--- config.mk ---
export PLATFORM = sky130hd
export DESIGN_NAME = serial_sub
export DESIGN_NICKNAME = d
export VERILOG_FILES = /design/src/rtl/serial_sub.sv
export SDC_FILE = /design/constraint.sdc
export NUM_CORES = 1
export LEC_CHECK = 0
export CAP_MARGIN = 10
export CORE_MARGIN = 3
export CORE_UTILIZATION = 50
export DETAILED_ROUTE_END_ITERATION = 10
export HOLD_SLACK_MARGIN = 0.05
export MAX_ROUTING_LAYER = met4
export PLACE_DENSITY = 0.76
export SYNTH_ARGS = -nofsm -noshare
export SYNTH_HDL_FRONTEND = slang
export SYNTH_SLANG_ARGS = --single-unit
--- constraint.sdc ---
create_clock -name CLK -period 1.55 [get_ports CLK]
set_input_delay 0.155 -clock CLK [delete_from_list [all_inputs] [get_ports CLK]]
set_output_delay 0.155 -clock CLK [all_outputs]
set_load 0.02 [all_outputs]
--- src/rtl/serial_sub.sv ---
// rtl/serial_sub.sv - bit-serial WIDTH-bit subtractor (A - B - BIN), LSB first, start/done handshake
module serial_sub #(
    parameter int WIDTH = 8
) (
    input  logic             CLK,
    input  logic             RST_N,
    input  logic             START,
    input  logic [WIDTH-1:0] A,
    input  logic [WIDTH-1:0] B,
    input  logic             BIN,
    output logic             BUSY,
    output logic             DONE,
    output logic [WIDTH-1:0] D,
    output logic             BOUT
);

    localparam int CW = (WIDTH > 1) ? $clog2(WIDTH) : 1;
    localparam logic [CW-1:0] LAST = CW'(WIDTH - 1);

    typedef enum logic {
        IDLE,
        RUN
    } state_t;

    state_t           state_q, state_d;
    logic [WIDTH-1:0] sa_q, sa_d;
    logic [WIDTH-1:0] sb_q, sb_d;
    logic [WIDTH-1:0] sr_q, sr_d;
    logic [WIDTH-1:0] d_q, d_d;
    logic [CW-1:0]    cnt_q, cnt_d;
    logic             br_q, br_d;
    logic             bout_q, bout_d;
    logic             done_q, done_d;

    logic a_bit, b_bit, diff_bit, borrow_bit;

    // Single full-subtractor cell fed by the LSBs of the operand shift registers
    always_comb begin
        a_bit      = sa_q[0];
        b_bit      = sb_q[0];
        diff_bit   = a_bit ^ b_bit ^ br_q;
        borrow_bit = (~a_bit & b_bit) | (br_q & ~(a_bit ^ b_bit));
    end

    always_comb begin
        state_d = state_q;
        sa_d    = sa_q;
        sb_d    = sb_q;
        sr_d    = sr_q;
        d_d     = d_q;
        cnt_d   = cnt_q;
        br_d    = br_q;
        bout_d  = bout_q;
        done_d  = 1'b0;
        case (state_q)
            IDLE: begin
                if (START) begin
                    sa_d    = A;
                    sb_d    = B;
                    br_d    = BIN;
                    cnt_d   = '0;
                    state_d = RUN;
                end
            end
            RUN: begin
                sr_d  = {diff_bit, sr_q[WIDTH-1:1]};
                sa_d  = {1'b0, sa_q[WIDTH-1:1]};
                sb_d  = {1'b0, sb_q[WIDTH-1:1]};
                br_d  = borrow_bit;
                cnt_d = cnt_q + CW'(1);
                if (cnt_q == LAST) begin
                    d_d     = {diff_bit, sr_q[WIDTH-1:1]};
                    bout_d  = borrow_bit;
                    done_d  = 1'b1;
                    state_d = IDLE;
                end
            end
            default: state_d = IDLE;
        endcase
    end

    always_ff @(posedge CLK or negedge RST_N) begin
        if (!RST_N) begin
            state_q <= IDLE;
            sa_q    <= '0;
            sb_q    <= '0;
            sr_q    <= '0;
            d_q     <= '0;
            cnt_q   <= '0;
            br_q    <= 1'b0;
            bout_q  <= 1'b0;
            done_q  <= 1'b0;
        end else begin
            state_q <= state_d;
            sa_q    <= sa_d;
            sb_q    <= sb_d;
            sr_q    <= sr_d;
            d_q     <= d_d;
            cnt_q   <= cnt_d;
            br_q    <= br_d;
            bout_q  <= bout_d;
            done_q  <= done_d;
        end
    end

    // BUSY is the registered state itself, so outputs never see inputs combinationally
    assign BUSY = (state_q == RUN);
    assign DONE = done_q;
    assign D    = d_q;
    assign BOUT = bout_q;

endmodule

After elaboration in Yosys (flattened, before gate mapping). Cells that the tools add are included.

Word-level logic and storage cells: 34. Register bits after elaboration: 39. Output and inout port bits: 11.

Reduce and logical (&&, ||, !) cells: 1. Bitwise gates (word level): 8. Multiplexer cells: 13. Add/subtract/negate cells: 1. Equal/unequal tests: 2.

Operators by type and width (number): $pmux 8 s2 (2); $mux 8 (2); $pmux 3 s2 (1); $mux 1 (5); $pmux 1 s2 (2); $add 3x1->3 const B (1); $eq 3x3->1 const B (1); $mux 3 (1); $not 1->1 (3); $and 1x1->1 (2); $ne 2x2->1 const B (1); $reduce_and 2->1 (1); $xor 1x1->1 (2); $or 1x1->1 (1).

Logic depth before layout (Yosys ltp). Gate-level depths: netlist (run 1).

Depth in word-level cells: 5. Depth in mapped cells: 4. Gate-level depth less buffers: 4.

Worst setup path before layout (run 1). No wires, ideal clock.

Path type: reg-to-reg. From: reg cnt_q[0]. To: reg d_q[0], in the netlist D[0]. Arrival: 1.257 ns. Cell stages (with the launch flop): 5. Slack: 0.168 ns. Buffers on the path: 0. Path through: dfrtp_1 > ha_1 > ha_1 > nand2_4 > mux2_4.

Longest elaborated chain between the ends: 2.

Ends and longest elaborated chain: start, declared (line 30) `logic [CW-1:0] cnt_q, cnt_d;`; start signal, assigned (line 99) `cnt_q <= cnt_d;`; $eq 3x3->1 (line 71) `if (cnt_q == LAST) begin`; $reduce_and 2->1 (no line); end signal, assigned (line 88) `d_q <= '0;`; end signal, assigned (line 98) `d_q <= d_d;`; end, declared (line 29) `logic [WIDTH-1:0] d_q, d_d;`.

No other way between the ends. A chain may end at the register's enable or synchronous reset.

Final worst setup path (run 1).
From: reg d_q[1], in the netlist D[1]. To: out D[1].

RTL lines: end, declared (line 13) `output logic [WIDTH-1:0] D,`.

No word-level cell between the ends.

==> results.py, run 1 <==
metrics = {
    "run_status": {
        "status": "complete, no violations",
    },
    "grt": {
        "busiest_layer": "met2",
        "grt_use_met2_pct": 26.5,
        "grt_remaining_overflow": 0,
        "grt_pass1_wl_mm": 5.03,
        "gr-usage-met1_pct": 19.7,
        "grt_use_total_pct": 16.4,
        "antenna_found_initial": 0,
        "first_global_vias": 1106,
        "grt_max_degree": 45,
        "grt_util_met3_pct": 4.39,
    },
    "power_and_ir_drop": {
        "pwr-share-clk_pct": 13.4,
        "powerDensity_nw_per_um2": 1890,
        "p_leak_nw": 1.02,
        "switching_power_w": 0.00129,
        "intPower_w": 0.00263,
        "p_seq_share_pct": 43.2,
        "p_total_w": 0.00392,
        "combPwrFrac_pct": 43.4,
        "peakVddDrop_mv": 0.728,
        "switching_share_pct": 32.9,
    },
    "placed_design": {
        "dp_cells": 193,
        "portBuffers": 30,
        "post-dp-hpwl_mm": 1.92,
        "gp_congestion": 0.709,
    },
    "routing": {
        "avgRoutedWirePerCell_um": 13.4,
        "drtIter0Drc": 10,
        "drtPass1Iterations": 3,
        "drc": 0,
        "vias": 1018,
        "wirelength_mm": 2.70,
        "route.antenna.remaining_nets": 0,
        "vias_per_cell": 5.04,
    },
    "floorplanning": {
        "die_x_um": 63.9,
        "floorplan.initialDensity_pct": 53.5,
        "die_area_um2": 4080,
        "num_rows": 20,
        "die_h_um": 63.9,
        "num_io_pins": 31,
        "coreArea_um2": 3130,
    },
    "synth": {
        "synthTopCellsByCount": "dfrtp_1, mux2i_1, nand2_1",
        "ys_warn_count": 0,
        "synth-edff-count": 0,
        "ys_seq_elements": 38,
        "synth_flop_cell": "dfrtp_1",
        "yosysMostFrequentCell": "dfrtp_1",
        "synthAdderAreaFrac_pct": 2.69,
        "synth_top_family_by_area": "multiplexers",
        "synth_area_leaders": "dfrtp_1, mux2i_1, mux2_4, nand2_1, o21ai_0",
        "ys_types": 19,
        "synthXorXnorAreaFrac_pct": 0,
        "syn-num-nets": 146,
        "syn_inst": 123,
        "yosys.area_share.simple_pct": 5.01,
        "synth_area_um2": 1670,
        "synthMuxAreaShare_pct": 25.0,
        "syn_area_per_cell_um2": 13.6,
        "yosysTopAreaCellShare_pct": 56.8,
        "synthArstFlopShare_pct": 100,
        "yosysSeqAreaShare_pct": 56.8,
        "synth_compound_area_share_pct": 5.53,
        "yosys.area.top_type": "dfrtp_1",
    },
    "worst_setup_path": {
        "cp_data_required_time_ns": 1.39,
        "worstSetupStartpoint": "D[1]",
        "critPathArrivalTime_ns": 1.31,
        "worst_setup_path_start_kind": "register",
        "crit_path_max_incr_delay_ns": 0.60,
        "crit_type": "register to output port",
        "rrSetupSlack_ns": 0.11,
        "cp-end-kind": "output port",
        "critical_path.max_fanout": 2,
        "path_buf_inv": 1,
        "cp_cell_sequence": "clkdlybuf4s50_1",
        "slowest_stage": "clkdlybuf4s50_1",
        "cp_top_family": "buffers and inverters",
        "r2r_start": "cnt_q[0]",
    },
    "sta": {
        "post-route-period-util_pct": 94.3,
        "fin_setup_tns_ns": 0,
        "post-route-min-period_ns": 1.46,
        "fin_skew_ns": 0.00795,
        "worst_pin_slew_ns": 0.462,
        "slew_viol_final": 0,
        "fmax_mhz": 684,
        "slew_headroom_pct": 69.2,
        "whs_ns": 0.406,
        "grt_setup_unrepaired": "false",
        "finalHoldViolCount": 0,
        "setup_viol": 0,
    },
    "flow_run": {
        "drv_cap": 0,
    },
    "clock_tree": {
        "clkTransAtPathRegs_ns": 0.11,
        "cts_sinks": 38,
        "ctsRootBufferMaster": "clkbuf_4",
        "post_cts_buffers": 0,
        "cts_tree": "yes",
        "h-tree-depth": 2,
        "clockBufferDepth": 2,
        "clk_latency_ns": 0.33,
        "numCtsBuffers": 5,
    },
    "final_layout": {
        "nets": 180,
        "fin_cells": 202,
        "diodes": 0,
        "regArea_um2": 951,
        "drive_gt1_share_pct": 17.7,
        "syn2layout_area_growth_pct": 24.1,
        "multi_input_area_um2": 639,
        "fin_util_pct": 66.4,
        "n_fill_cell": 268,
    },
    "min_path": {
        "hold_class": "input pin to asynchronous set/reset pin",
    },
}
-- cell type report --
class / count / area share [%]
timing repair buffer: 34 / 17.2
tap: 44 / 2.65
clock buffer: 7 / 2.65
clock inverter: 1 / 0.241
sequential: 38 / 45.8
inverter: 4 / 0.722
multi-input combinational: 74 / 30.8
-- per-stage QoR --
stage | worst slack [ns] | cell area, µm²
after detailed placement | 0.112 | 2000
after global routing | 0.00126 | 2080
final | 0.0881 | 2080
after CTS | 0.00751 | 2070
after global placement | 0.140 | 2000
after floorplan | 0.168 | 1670
-- power groups by stage --
stage	logic [W]	registers, W	clock network (W)
after CTS	0.00174	0.00171	0.000544
after floorplan	0.00108	0.00183	0
after global placement	0.00167	0.00170	0
final	0.00170	0.00169	0.000525
after global routing	0.00188	0.00177	0.000598
after detailed placement	0.00173	0.00173	0
-- layer usage --
metal | vias up | wire, µm
li1 | 488 | -
met4 | 0 | 21
met1 | 499 | 1260
met2 | 29 | 1290
met3 | 2 | 137
met5 | - | 0
-- kinds of logic after synthesis --
group,after synthesis
adder cells (fa/ha/maj),3
flip-flops,38
AO/OA/AOI/OAI,17
buffers and inverters,11
multiplexers,35
AND/OR/NAND/NOR,19
-- cells in the final DEF, fill, tap and decap left out --
cell             instances
clkbuf_4                 5
inv_1                    4
dlygate4sd3_1            1
nand2_4                  1
nor2_1                   3
o21ai_0                  7
a21oi_1                  1
fa_1                     1
clkinv_2                 1
clkdlybuf4s50_1         27
buf_4                    1
ha_1                     2
nand2b_2                 1
dfrtp_1                 38
buf_12                   2
mux2_2                   2
mux2_4                  13
clkbuf_8                 1
dlymetal6s2s_1           2
clkbuf_1                 1
o21ai_1                  7
nand2_1                 14
a22o_1                   2
mux2i_1                 20
buf_2                    1
-- registers in the layout (all words and copies together) (netlist names) --
register,flops
D,8
sa_q,8
sb_q,8
sr_q,7
cnt_q,3
BOUT,1
BUSY,1
DONE,1
br_q,1
-- path summary, 6_finish.rpt --
kind / endpoint / depth (start not counted)
max in group asynchronous: sb_q[0] / 3
max reg2reg: D[7] / 4
min reg2reg: sb_q[3] / 2
max: D[1] / 1
min in group CLK: sb_q[7] / 3
min: sa_q[7] / 3
-- what timing repair did --
action	4_1_cts	5_1_grt
resized for setup	0	2
setup endpoints to repair	0	2
hold buffers	1	0
hold endpoints to repair	38	0
(Power assumes the default switching activity.)
==> inputs of run 2 (changes only) <==
Settings changed: CORE_MARGIN 3 to 2.
==> run 2 against run 1 <==
Net effect: non-clock buffer count is the same; cell area shrank 0.18%; critical path depth is the same; sequential power is essentially flat; sequential share of layout area grew 0.083 points; critical path type unchanged; critical endpoint is now D[7]; largest cell class unchanged; largest power group is now sequential cells; highest routed layer unchanged.
==> results.py, run 2 (synthesis results as in run 1) <==
metrics = {
    "worst_setup_path": {
        "critPathArrivalTime_ns": 1.31,
        "reg2reg_depth": 4,
        "path_buf_inv": 1,
        "crit_path_max_incr_delay_ns": 0.61,
        "crit_type": "register to output port",
        "cp_data_required_time_ns": 1.39,
        "r2r-end": "D[3]",
        "worst_setup_path_start_kind": "register",
        "r2r_start": "cnt_q[0]",
        "critical_path.max_fanout": 2,
        "cp_cell_sequence": "clkdlybuf4s50_1",
        "cp_num_cells": 1,
        "rrSetupSlack_ns": 0.10,
        "slowest_stage": "clkdlybuf4s50_1",
        "cp_top_family": "buffers and inverters",
        "cp-end-kind": "output port",
    },
    "sta": {
        "post-route-period-util_pct": 94.7,
        "setup_viol": 0,
        "slew_viol_final": 0,
        "worst_pin_slew_ns": 0.452,
        "post-route-min-period_ns": 1.47,
        "slew_headroom_pct": 69.8,
        "grt_setup_unrepaired": "false",
        "finalHoldViolCount": 0,
        "fin_setup_tns_ns": 0,
        "fmax_mhz": 681,
        "fin_skew_ns": 0.00730,
    },
    "grt": {
        "grt_pass1_wl_mm": 4.28,
        "first_global_vias": 988,
        "grt_max_degree": 45,
        "grt_use_total_pct": 16.3,
        "grt_remaining_overflow": 0,
        "antenna_found_initial": 0,
    },
    "placed_design": {
        "gp_congestion": 0.708,
        "dpl_cell_area_um2": 2010,
        "post-dp-hpwl_mm": 1.96,
        "portBuffers": 30,
    },
    "flow_run": {
        "drv_cap": 0,
    },
    "routing": {
        "vias_per_cell": 5.00,
        "wirelength_mm": 2.62,
        "drtPass1Iterations": 4,
        "drtIter0Drc": 32,
        "drc": 0,
        "vias": 1020,
        "avgRoutedWirePerCell_um": 12.9,
        "route.antenna.remaining_nets": 0,
    },
    "final_layout": {
        "final_common_cell": "dfrtp_1",
        "syn2layout_area_growth_pct": 23.9,
        "most-common-layout-cells": "dfrtp_1, clkdlybuf4s50_1, mux2i_1",
        "n_fill_cell": 279,
        "drive_gt1_share_pct": 17.7,
        "diodes": 0,
        "nets": 180,
        "post-route-cell-area_um2": 2070,
    },
    "min_path": {
        "hold_class": "input pin to asynchronous set/reset pin",
    },
    "floorplanning": {
        "die_h_um": 61.9,
        "coreArea_um2": 3280,
        "floorplan.initialDensity_pct": 51.0,
        "num_rows": 21,
        "die_area_um2": 3830,
        "num_io_pins": 31,
        "die_x_um": 61.9,
    },
    "power_and_ir_drop": {
        "powerDensity_nw_per_um2": 1880,
        "p_leak_nw": 1.01,
        "peakVddDrop_mv": 0.758,
    },
    "clock_tree": {
        "clockBufferDepth": 2,
        "clk_latency_ns": 0.33,
        "numCtsBuffers": 5,
        "h-tree-depth": 2,
        "cts_sinks": 38,
        "cts_tree": "yes",
        "clkTransAtPathRegs_ns": 0.10,
        "ctsRootBufferMaster": "clkbuf_4",
    },
    "run_status": {
        "status": "complete, no violations",
    },
}
run 2: cell types whose count changed in the layout (fill, tap and decap cells not counted):
cell and change:
dlymetal6s2s_1 -2, dlygate4sd2_1 +1, clkdlybuf4s50_1 +1
run 2: per-layer routing:
metal	share of wire (%)	wire, µm	GRT usage, %	vias up
met3	4.1	108	3.93	7
li1	-	-	-	489
met4	2.1	55	8.21	0
met5	0	0	-	-
met1	41	1080	17.7	492
met2	52	1380	27.7	32
run 2: worst max-delay path by stage:
stage	startpoint	end	slack, ns
floorplan	cnt_q[0]	D[0]	0.17
finish	D[7]	D[7]	0.08
detailed placement	cnt_q[0]	D[3]	0.1
global route	D[3]	D[3]	0.02
CTS	D[7]	D[7]	0.05
global placement	cnt_q[0]	D[5]	0.14
run 2: timing repair:
item | CTS | global route
setup buffers | 0 | 0
endpoints found under the hold margin | 38 | 0
resized for setup | 1 | 0
setup endpoints to repair | 1 | 0
hold buffers | 1 | 0
run 2: worst reg2reg max path: stages (launching register included):
cell,delay (ns)
dfrtp_1,0.42
ha_1,0.21
ha_1,0.22
nand2_4,0.18
mux2_4,0.32
run 2: cell type report:
type	instances	area, µm²	area share (%)
Clock buffer	7	55.1	2.65
Tap cell	46	57.6	2.77
Inverter	4	15.0	0.724
Sequential cell	38	951	45.8
Timing Repair Buffer	34	352	16.9
Clock inverter	1	5.00	0.241
Multi-Input combinational cell	74	639	30.8
run 2: report_power, final:
part	leakage [nW]	switching [W]	total, W	internal [W]
Clock	0.0353	0.000291	0.000511	0.000220
Combinational	0.499	0.000711	0.00168	0.000973
Sequential	0.475	0.000280	0.00171	0.00143
Total	1.01	0.00128	0.00391	0.00262
run 2: per-stage QoR:
stage	cells	hold WS, ns	total power (W)	util, %	setup slack (ns)
final	204	0.402	0.00391	63.2	0.0823
after global routing	204	0.435	0.00422	63.2	0.0163
after CTS	204	0.414	0.00398	63.2	0.0514
after detailed placement	195	0.235	0.00347	61.1	0.0973
after global placement	195	0.220	0.00337	61.1	0.141
after floorplan	123	-0.141	0.00291	-	0.168
==> inputs of run 3 (changes only) <==
Settings changed: ABC_AREA set to 1.
==> run 3 against run 2 <==
Net effect: area after synthesis is 1.7% lower; critical endpoint unchanged; via count rose by 22%; critical path depth unchanged; critical path type unchanged; largest power group unchanged; highest routed layer unchanged; global-route usage increased by 2.9 points; power is 3.8% lower.
==> results.py, run 3 <==
metrics = {
    "min_path": {
        "hold-path-cell-count": 3,
        "hold_class": "input pin to register",
    },
    "sta": {
        "worst_pin_slew_ns": 0.469,
        "fmax_mhz": 678,
        "finalHoldViolCount": 0,
        "slew_headroom_pct": 68.7,
        "slew_viol_final": 0,
        "post-route-min-period_ns": 1.48,
        "setup_viol": 0,
        "post-route-period-util_pct": 95.2,
        "fin_skew_ns": 0.00744,
        "fin_setup_tns_ns": 0,
        "grt_setup_unrepaired": "false",
    },
    "worst_setup_path": {
        "critPathArrivalTime_ns": 1.32,
        "worst_setup_path_start_kind": "register",
        "cp_data_required_time_ns": 1.39,
        "cp_num_cells": 1,
        "cp_cell_sequence": "clkdlybuf4s50_1",
        "reg2reg_depth": 6,
        "crit_type": "register to output port",
        "cp_top_family": "buffers and inverters",
        "cp-end-kind": "output port",
        "slowest_stage": "clkdlybuf4s50_1",
        "crit_path_max_incr_delay_ns": 0.61,
        "path_buf_inv": 1,
        "critical_path.max_fanout": 2,
    },
    "final_layout": {
        "drive_gt1_share_pct": 11.7,
        "regArea_um2": 951,
        "final_common_cell": "nand2_1",
        "diodes": 0,
        "n_fill_cell": 285,
        "nets": 228,
        "multi_input_area_um2": 563,
        "post-route-cell-area_um2": 2030,
        "most-common-layout-cells": "nand2_1, dfrtp_1, nand3_1",
        "syn2layout_area_growth_pct": 23.3,
    },
    "clock_tree": {
        "cts_sinks": 38,
        "h-tree-depth": 2,
        "clockBufferDepth": 2,
        "ctsRootBufferMaster": "clkbuf_4",
        "numCtsBuffers": 5,
        "cts_tree": "yes",
        "clk_latency_ns": 0.34,
        "clkTransAtPathRegs_ns": 0.11,
    },
    "routing": {
        "drc": 0,
        "avgRoutedWirePerCell_um": 11.5,
        "route.antenna.remaining_nets": 0,
        "drtPass1Iterations": 4,
        "vias_per_cell": 4.99,
        "vias": 1248,
        "drtIter0Drc": 45,
        "wirelength_mm": 2.87,
    },
    "synth": {
        "ys_seq_elements": 38,
        "yosysTopAreaCellShare_pct": 57.8,
        "synthArstFlopShare_pct": 100,
        "ys_warn_count": 0,
        "yosysMostFrequentCell": "nand2_1",
        "synth-edff-count": 0,
        "ys_types": 15,
        "synth_area_um2": 1650,
        "yosysSeqAreaShare_pct": 57.8,
        "syn-num-nets": 196,
        "synth_area_leaders": "dfrtp_1, nand2_1, nand3_1, o21ai_2, buf_6",
        "synth_flop_cell": "dfrtp_1",
        "syn_area_per_cell_um2": 9.51,
        "syn_inst": 173,
        "yosys.area.top_type": "dfrtp_1",
        "synthTopCellsByCount": "nand2_1, dfrtp_1, nand3_1",
    },
    "placed_design": {
        "portBuffers": 30,
        "post-dp-hpwl_mm": 2.03,
        "dpl_cell_area_um2": 1940,
        "gp_congestion": 0.742,
    },
    "floorplanning": {
        "die_h_um": 61.4,
        "die_area_um2": 3770,
        "coreArea_um2": 3100,
        "num_io_pins": 31,
        "num_rows": 20,
        "floorplan.initialDensity_pct": 53.0,
        "die_x_um": 61.4,
    },
    "grt": {
        "first_global_vias": 1179,
        "grt_pass1_wl_mm": 4.97,
        "antenna_found_initial": 0,
        "grt_use_total_pct": 19.1,
        "grt_max_degree": 39,
        "grt_remaining_overflow": 0,
    },
    "power_and_ir_drop": {
        "p_leak_nw": 0.988,
        "powerDensity_nw_per_um2": 1850,
        "p_total_w": 0.00376,
        "peakVddDrop_mv": 0.697,
    },
    "run_status": {
        "status": "complete, no violations",
    },
    "flow_run": {
        "drv_cap": 0,
    },
}
-- run 3: routing by layer --
metal	up-vias	global-route usage, %	share of wire (%)	wire [µm]
met1	589	21.7	43	1240
li1	617	-	-	-
met5	-	-	0	0
met4	0	6.38	0.77	22
met2	40	31.5	49	1410
met3	2	7.14	7.1	204
-- run 3: final timing paths --
kind                       slack, ns  endpoint  startpoint
setup / recovery                0.07      D[7]        D[7]
hold / removal                  0.36   sb_q[7]        B[7]
setup reg to reg                0.22      D[7]    cnt_q[0]
hold reg to reg                 0.48   sb_q[7]     sb_q[7]
max in group asynchronous       0.83   sb_q[2]       RST_N
min in group asynchronous       0.39   sr_q[1]       RST_N
-- run 3: repair_timing --
item,4_1_cts,5_1_grt
buffers inserted,0,0
endpoints found under the setup margin,1,0
hold buffers,1,0
gates resized for setup,1,0
endpoints found under the hold margin,38,0
-- run 3: area by class of cell --
class | instances | area share, %
Clock buffer | 8 | 3.88
Multi-Input combinational cell | 113 | 27.7
Sequential cell | 38 | 46.9
Inverter | 12 | 2.34
Timing Repair Buffer | 35 | 16.5
Tap cell | 44 | 2.71
-- run 3: cell families (layout without fill, tap and decap cells) --
| group | Yosys count | after routing | synth area share, % |
|---|---|---|---|
| buffers and inverters | 22 | 55 | 7.99 |
| adder cells (fa/ha/maj) | 3 | 3 | 2.74 |
| AND/OR/NAND/NOR | 94 | 94 | 24.8 |
| flip-flops | 38 | 38 | 57.8 |
| AO/OA/AOI/OAI | 16 | 16 | 6.69 |
-- run 3: through the flow --
stage	std cells	worst slack (ns)	hold slack, ns	utilization [%]
6_report	250	0.0741	0.356	65.4
5_1_grt	250	0.00524	0.342	65.4
4_1_cts	250	0.0516	0.341	65.4
3_5_place_dp	241	0.220	0.228	62.6
3_3_place_gp	241	0.259	0.221	62.6
2_1_floorplan	173	0.343	-0.141	-
-- run 3: power breakdown --
part | internal, W | switching (W)
Sequential | 0.00141 | 0.000229
Combinational | 0.000633 | 0.000875
Clock | 0.000310 | 0.000307
